File: config.mk
export PLATFORM = sky130hd
export DESIGN_NAME = obi_to_wishbone_bridge
export DESIGN_NICKNAME = d
export VERILOG_FILES = /design/src/rtl/obi_to_wishbone_bridge.sv
export SDC_FILE = /design/constraint.sdc
export NUM_CORES = 1
export LEC_CHECK = 0
export CAP_MARGIN = 25
export CORE_MARGIN = 4
export CORE_UTILIZATION = 36
export DETAILED_ROUTE_END_ITERATION = 10
export HOLD_SLACK_MARGIN = 0.05
export PLACE_DENSITY = 0.79
export SYNTH_ARGS = -nofsm -noshare
export SYNTH_HDL_FRONTEND = slang
export SYNTH_SLANG_ARGS = --single-unit
File: constraint.sdc
create_clock -name clk -period 1.3 [get_ports clk]
set_input_delay 0.39 -clock clk [delete_from_list [all_inputs] [get_ports clk]]
set_output_delay 0.39 -clock clk [all_outputs]
set_load 0.01 [all_outputs]
File: src/rtl/obi_to_wishbone_bridge.sv
// OBI-to-Wishbone bridge: one outstanding OBI request is carried as a
// single Wishbone classic cycle, with one OBI response per grant.
// Optional build macro OBI_WB_TIMEOUT_EN adds a bus watchdog that aborts a
// Wishbone cycle with an error after TIMEOUT_CYCLES cycles without ack/err.
module obi_to_wishbone_bridge #(
  parameter int unsigned TIMEOUT_CYCLES = 1024
) (
  input  logic        clk,
  input  logic        rst_n,
  // OBI slave side
  input  logic        obi_req_i,
  output logic        obi_gnt_o,
  input  logic [31:0] obi_addr_i,
  input  logic        obi_we_i,
  input  logic [3:0]  obi_be_i,
  input  logic [31:0] obi_wdata_i,
  output logic        obi_rvalid_o,
  output logic [31:0] obi_rdata_o,
  output logic        obi_err_o,
  // Wishbone master side
  output logic        wb_cyc_o,
  output logic        wb_stb_o,
  output logic        wb_we_o,
  output logic [3:0]  wb_sel_o,
  output logic [31:0] wb_adr_o,
  output logic [31:0] wb_dat_o,
  input  logic [31:0] wb_dat_i,
  input  logic        wb_ack_i,
  input  logic        wb_err_i
);

  // The watchdog needs at least two cycles to make sense.
  if (TIMEOUT_CYCLES < 2) begin : g_cfg_check
    $error("TIMEOUT_CYCLES must be >= 2");
  end

  typedef enum logic [1:0] {StIdle, StBus, StResp} state_e;

  state_e      state_q, state_d;
  logic [31:0] adr_q, adr_d;
  logic        we_q, we_d;
  logic [3:0]  sel_q, sel_d;
  logic [31:0] wdat_q, wdat_d;
  logic [31:0] rdata_q, rdata_d;
  logic        err_q, err_d;
  logic        in_bus;
  logic        tmo_hit;

  assign in_bus = (state_q == StBus);

`ifdef OBI_WB_TIMEOUT_EN
  localparam int unsigned CntW = $clog2(TIMEOUT_CYCLES);

  logic [CntW-1:0] cnt_q, cnt_d;

  // Counter is held at zero outside BUS so it starts from zero on every entry.
  always_comb begin
    cnt_d = '0;
    if (in_bus) begin
      cnt_d = cnt_q + CntW'(1);
    end
  end

  assign tmo_hit = in_bus && (cnt_q == CntW'(TIMEOUT_CYCLES - 1));

  // Watchdog counter register.
  always_ff @(posedge clk) begin
    if (!rst_n) begin
      cnt_q <= '0;
    end else begin
      cnt_q <= cnt_d;
    end
  end
`else
  assign tmo_hit = 1'b0;
`endif

  // Grant only when no Wishbone cycle is in flight.
  assign obi_gnt_o = obi_req_i && (state_q != StBus);

  // Next-state and capture logic.
  always_comb begin
    state_d = state_q;
    adr_d   = adr_q;
    we_d    = we_q;
    sel_d   = sel_q;
    wdat_d  = wdat_q;
    rdata_d = rdata_q;
    err_d   = err_q;
    unique case (state_q)
      StIdle, StResp: begin
        if (obi_gnt_o) begin
          state_d = StBus;
          adr_d   = obi_addr_i;
          we_d    = obi_we_i;
          sel_d   = obi_be_i;
          wdat_d  = obi_wdata_i;
        end else begin
          state_d = StIdle;
        end
      end
      StBus: begin
        // Error wins over a simultaneous ack.
        if (wb_err_i || tmo_hit) begin
          state_d = StResp;
          err_d   = 1'b1;
          rdata_d = '0;
        end else if (wb_ack_i) begin
          state_d = StResp;
          err_d   = 1'b0;
          rdata_d = we_q ? 32'h0 : wb_dat_i;
        end
      end
      default: state_d = StIdle;
    endcase
  end

  // State and datapath registers.
  always_ff @(posedge clk) begin
    if (!rst_n) begin
      state_q <= StIdle;
      adr_q   <= '0;
      we_q    <= 1'b0;
      sel_q   <= '0;
      wdat_q  <= '0;
      rdata_q <= '0;
      err_q   <= 1'b0;
    end else begin
      state_q <= state_d;
      adr_q   <= adr_d;
      we_q    <= we_d;
      sel_q   <= sel_d;
      wdat_q  <= wdat_d;
      rdata_q <= rdata_d;
      err_q   <= err_d;
    end
  end

  assign wb_cyc_o     = in_bus;
  assign wb_stb_o     = in_bus;
  assign wb_we_o      = in_bus & we_q;
  assign wb_adr_o     = adr_q;
  assign wb_sel_o     = sel_q;
  assign wb_dat_o     = wdat_q;
  assign obi_rvalid_o = (state_q == StResp);
  assign obi_rdata_o  = obi_rvalid_o ? rdata_q : 32'h0;
  assign obi_err_o    = obi_rvalid_o & err_q;

endmodule

==> results.yml, run 1 <==
critical_path:
  rr_endpoint: "rdata_q[6]$_SDFFE_PN0P_"
  endpoint: "obi_rdata_o[29]"
  worstRegToRegCells: 8
  crit_path_top_delay_cell: "dfxtp_2"
  cp_num_buf_inv: 3
  reg2reg_from: "state_q[1]$_SDFFE_PN0P_"
  setup.worst_path.class: "register to primary output"
  crit_start: "state_q[1]$_SDFFE_PN0P_"
  crit_top_cell: "buf_6"
  slowest_delay_ns: 0.35
  worstPathCellList: "nor2b_4 > buf_6 > buf_16 > and2_4 > buf_6"
  cpLargestDelayFamily: "buffers and inverters"
  critPathLaunchType: "register"
  critPathRequiredTime_ns: 0.91
  r2r_setup_slack_ns: -0.07
  path_depth: 5
  end_kind: "primary output"
  arrival_ns: 1.39
  cp_max_fo: 8
sta:
  slew_headroom_pct: 78.5
  fin_worst_skew_ns: 0.00439
  setup_viol: 70
  fin_ws_ns: -0.475
  rsz0062_at_grt: "yes"
  final_max_slew_viol_count: 0
  fin_crit_ns: 1.78
  tightest_slew_ns: 0.322
  fin_crit_sh_pct: 137
  hold_viol: 0
  fmax_ghz: 0.563
clock_network:
  numClockSinks: 104
  htreeDepth: 3
  insertion_delay_ns: 0.35
  tritoncts: "done"
  path_clk_slew_ns: 0.10
  hold_buffers: 0
  cts_buffers: 9
  cts_buffer_depth: 2
  cts_root_buf: "clkbuf_8"
final_layout:
  mostFrequentLayoutCells: "nand2_1, clkdlybuf4s50_1, buf_2, a21boi_1, dfxtp_1"
  fin_area_sq_um: 7090
  layout_commonest_cell: "nand2_1"
  n_antenna_cell: 0
  nets: 823
  area_growth_pct: 75.4
  layout-drive-gt1-share_pct: 39.6
  utilization_pct: 65.1
global_route:
  grt_pass1_wl_mm: 21.5
  grt_pass1_vias: 4196
  grt_max_degree: 39
  grt_overflow: 0
  grt.total_usage_pct: 20.7
  antenna_found_initial: 0
status:
  status: "finished with violations"
  violations: "setup timing"
place:
  pre_cts_ws_ns: -0.630
  globalplace.congestion: 0.767
  io_buffers: 211
  post_dp_cell_area_sq_um: 6570
  hpwlAfterDp_mm: 9.11
drt:
  viasPerCell: 4.87
  ant_nets: 0
  drt-initial-drc-count: 237
  drc: 0
  vias: 4194
  dr.pass1.iters: 4
  wl_mm: 14.3
  wl_per_cell_um: 16.6
synth:
  avgSynthCellArea_sq_um: 8.67
  seq_area_frac_synth_pct: 51.5
  ys_seq_elements: 104
  synth_cells: 466
  synth_fp_nets: 572
  synth_area_sq_um: 4040
  ys_warn_count: 0
  ys_types: 23
pwr:
  power.density_nw_per_um2: 984
  vdd_drop_max_mv: 0.557
  leakagePower_nw: 3.14
  power_mw: 6.97
floorplanning:
  rows: 38
  die_w_um: 114
  ios: 212
  coreArea_sq_um: 10900
  dieArea_sq_um: 13000
  die_h_um: 114
  initial_core_util_pct: 37.1
flow_run:
  drv_cap: 0
worst_hold_path:
  min_path_type: "register to register"
## power by group
part | internal (mW) | switching, mW
Combinational | 0.770 | 0.575
Sequential | 3.35 | 0.0761
Clock | 1.14 | 1.07
Total | 5.25 | 1.72
## final cells by class
cell class	count	area [sq um]
flip-flops and latches	104	2130
repair buffers	278	2610
fillers	860	3800
multi-input cells	324	1950
clock buffers	11	141
clock inverters	5	80.1
well taps	140	175
## tightest hold or removal path, stage by stage, from the launching register on
cell      delay [ns]
dfxtp_2         0.33
nand2_1         0.04
a21boi_1        0.05
## kinds of logic (layout without fill, tap and decap cells)
kind of cell    Yosys count  in the layout  share of synthesized area, %
flops                   104            104                          51.5
simple gates            217            219                          24.3
compound gates          105            105                          19.0
buf+inv                  40            294                          5.14
## per-stage QoR
step | std cells | hold WS [ns] | setup TNS [ns]
floorplan | 466 | 0.424 | -2.34
global placement | 823 | 0.431 | -56.88
detailed placement | 823 | 0.438 | -59.41
CTS | 858 | 0.453 | -17.75
global route | 862 | 0.468 | -22.64
finish | 862 | 0.451 | -18.18
## cell usage after synthesis (all sizes together)
cell / count / share of area (%)
a21boi: 70 / 13
a21oi: 2 / 0.25
a22o: 16 / 3.5
a31o: 1 / 0.22
and2: 35 / 5.5
and3: 2 / 0.31
buf: 13 / 2.6
clkbuf: 27 / 2.5
dfxtp: 104 / 52
nand2: 155 / 14
nand2b: 1 / 0.15
nand4: 16 / 2.5
nor2: 1 / 0.093
nor2b: 5 / 0.77
nor3b: 1 / 0.46
o21ai: 16 / 2.0
or2: 1 / 0.15
## state kept, by name (all words and copies together) (netlist names)
name,flops
wb_adr_o,32
we_q,1
rdata_q,32
wb_sel_o,4
state_q,2
err_q,1
wb_dat_o,32
## worst min-delay path by stage
stage,start,end,slack [ns],cells past startpoint
after floorplan,rdata_q[15]$_SDFFE_PN0P_,rdata_q[15]$_SDFFE_PN0P_,0.42,2
after global placement,rdata_q[16]$_SDFFE_PN0P_,rdata_q[16]$_SDFFE_PN0P_,0.43,2
after detailed placement,rdata_q[15]$_SDFFE_PN0P_,rdata_q[15]$_SDFFE_PN0P_,0.44,2
after CTS,wb_dat_o[19]$_SDFFE_PN0P_,wb_dat_o[19]$_SDFFE_PN0P_,0.45,2
after global routing,wb_dat_o[11]$_SDFFE_PN0P_,wb_dat_o[11]$_SDFFE_PN0P_,0.47,2
final,wb_dat_o[19]$_SDFFE_PN0P_,wb_dat_o[19]$_SDFFE_PN0P_,0.45,2
## repair_timing
| item | in CTS | in global routing |
|---|---|---|
| gates cloned | 9 | 2 |
| pin swaps | 31 | 23 |
| gates resized for setup | 546 | 34 |
| setup endpoints to repair | 147 | 140 |
| setup buffers | 12 | 5 |
| endpoints found under the hold margin | 0 | 0 |
## per-layer routing
metal	share of wire (%)	up-vias	track usage, %	routed length, um
met2	50	178	37.0	7220
met5	0	-	0	0
li1	-	2045	-	-
met4	1.7	0	7.21	247
met3	8.3	21	5.73	1190
met1	40	1950	23.4	5670
(Power assumes the default switching activity.)
==> run 2, diff against run 1 <==
- CORE_UTILIZATION: 36 -> 42
- PLACE_DENSITY: 0.79 -> 0.87
- clock period: 1.3 -> 2.2 ns (I/O delays scaled with it)
==> results.yml, run 2 (synthesis results as in run 1) <==
floorplanning:
  coreArea_sq_um: 9280
  die_h_um: 106
  die_w_um: 106
  initial_core_util_pct: 43.5
  dieArea_sq_um: 11300
  rows: 35
  ios: 212
drt:
  dr.pass1.iters: 4
  wl_per_cell_um: 15.0
  drc: 0
  viasPerCell: 4.94
  drt-initial-drc-count: 197
  vias: 3934
  wl_mm: 12.0
  ant_nets: 0
clock_network:
  path_clk_slew_ns: 0.09
  postCtsSetupRepairBufs: 0
  tritoncts: "done"
  numClockSinks: 104
  cts_buffers: 9
  htreeDepth: 3
  cts_buffer_depth: 2
  insertion_delay_ns: 0.35
  cts_root_buf: "clkbuf_8"
critical_path:
  reg2reg_from: "state_q[0]$_SDFFE_PN0P_"
  worstRegToRegCells: 5
  end_kind: "primary output"
  r2r_setup_slack_ns: 0.87
  crit_start: "state_q[0]$_SDFFE_PN0P_"
  cp_max_fo: 9
  arrival_ns: 1.46
  rr_endpoint: "rdata_q[10]$_SDFFE_PN0P_"
  critPathRequiredTime_ns: 1.54
  critPathLaunchType: "register"
  setup.worst_path.class: "register to primary output"
sta:
  fin_worst_skew_ns: 0.00538
  fin_crit_ns: 2.12
  rsz0062_at_grt: "no"
  final_max_slew_viol_count: 0
  slew_headroom_pct: 78.7
  hold_viol: 0
  tightest_slew_ns: 0.320
  fmax_ghz: 0.473
  setup-tns-final_ns: 0
  fin_crit_sh_pct: 96.2
  setup_viol: 0
final_layout:
  utilization_pct: 69.7
  area_growth_pct: 60.2
  multi_input_area_sq_um: 1770
  nets: 770
  fill_cells: 731
  fin_area_sq_um: 6470
  seq_area_sq_um: 2080
  mostFrequentLayoutCells: "clkdlybuf4s50_1, nand2_1, dfxtp_1, a21boi_1, dlygate4sd2_1"
  layout_commonest_cell: "clkdlybuf4s50_1"
  n_antenna_cell: 0
  layout-drive-gt1-share_pct: 5.99
worst_hold_path:
  min_path_cells: 2
  holdPathEnd: "rdata_q[18]$_SDFFE_PN0P_"
  worstHoldStart: "rdata_q[18]$_SDFFE_PN0P_"
  min_path_type: "register to register"
global_route:
  grt_pass1_wl_mm: 19.2
  grt_overflow: 0
  grt_pass1_vias: 3921
  grt_max_degree: 91
  antenna_found_initial: 0
  grt.total_usage_pct: 20.8
pwr:
  power.density_nw_per_um2: 602
  leakagePower_nw: 2.63
  vdd_drop_max_mv: 0.374
place:
  hpwlAfterDp_mm: 9.02
  globalplace.congestion: 0.870
  io_buffers: 211
  post_dp_cell_area_sq_um: 6320
status:
  status: "finished clean"
flow_run:
  drv_cap: 0
[run 2: cell count changes in the layout (fill, tap and decap cells not counted), moves of 8 or more]
cell	previous run	this run
buf_2	77	1
clkdlybuf4s50_1	101	172
buf_6	41	0
dfxtp_1	64	103
dfxtp_2	39	1
dlygate4sd2_1	3	35
and2_4	29	1
buf_4	37	9
and2_1	7	34
o21ai_1	2	16
o21ai_2	14	0
buf_16	8	0
[run 2: power breakdown]
part | leakage (nW) | internal (mW) | switching [mW]
logic | 1.69 | 0.407 | 0.281
clock network | 0.0920 | 0.556 | 0.633
registers | 0.851 | 1.97 | 0.0461
total | 2.63 | 2.94 | 0.960
[run 2: worst max-delay path: stages (launching register included)]
cell	delay [ns]
dfxtp_2	0.37
nor2b_1	0.14
buf_4	0.18
and2_1	0.15
dlygate4sd2_1	0.27
[run 2: layer usage]
metal	track usage, %	up-vias	wire length [um]
met2	36.1	179	5750
met5	0	-	0
met4	7.59	0	265
met1	23.7	1812	4830
li1	-	1921	-
met3	7.23	22	1130
[run 2: worst max path at each step]
stage / to / slack, ns
CTS: obi_gnt_o / 0.004
floorplan: wb_we_o / 0.37
finish: wb_we_o / 0.08
global placement: obi_gnt_o / -0.28
detailed placement: obi_gnt_o / -0.29
global route: obi_rdata_o[16] / 0.002
[run 2: final cells by class]
cell class | count | share of cell area (%)
Clock inverter | 4 | 0.831
Tap cell | 129 | 2.49
Timing Repair Buffer | 227 | 35.0
Clock buffer | 11 | 2.18
Multi-Input combinational cell | 322 | 27.3
Sequential cell | 104 | 32.2
[run 2: timing repair]
item | 4_1_cts | 5_1_grt
cloned | 0 | 0
hold buffers | 0 | 0
endpoints found under the setup margin | 38 | 4
resized for setup | 41 | 4
pin swaps | 0 | 0
hold endpoints to repair | 0 | 0
[run 2: stage by stage]
| step | power, mW | cells | hold slack [ns] | setup slack [ns] |
|---|---|---|---|---|
| 6_report | 3.89 | 797 | 0.454 | 0.0845 |
| 5_1_grt | 4.07 | 797 | 0.469 | 0.00234 |
| 4_1_cts | 3.94 | 797 | 0.452 | 0.00384 |
| 3_5_place_dp | 2.76 | 782 | 0.438 | -0.292 |
| 3_3_place_gp | 2.73 | 782 | 0.433 | -0.276 |
| 2_1_floorplan | 2.32 | 466 | 0.424 | 0.365 |
==> run 3, diff against run 2 <==
- CAP_MARGIN: 25 -> 40
==> results of run 3 <==
Final layout, timing and power as in run 2 (identical DEF).
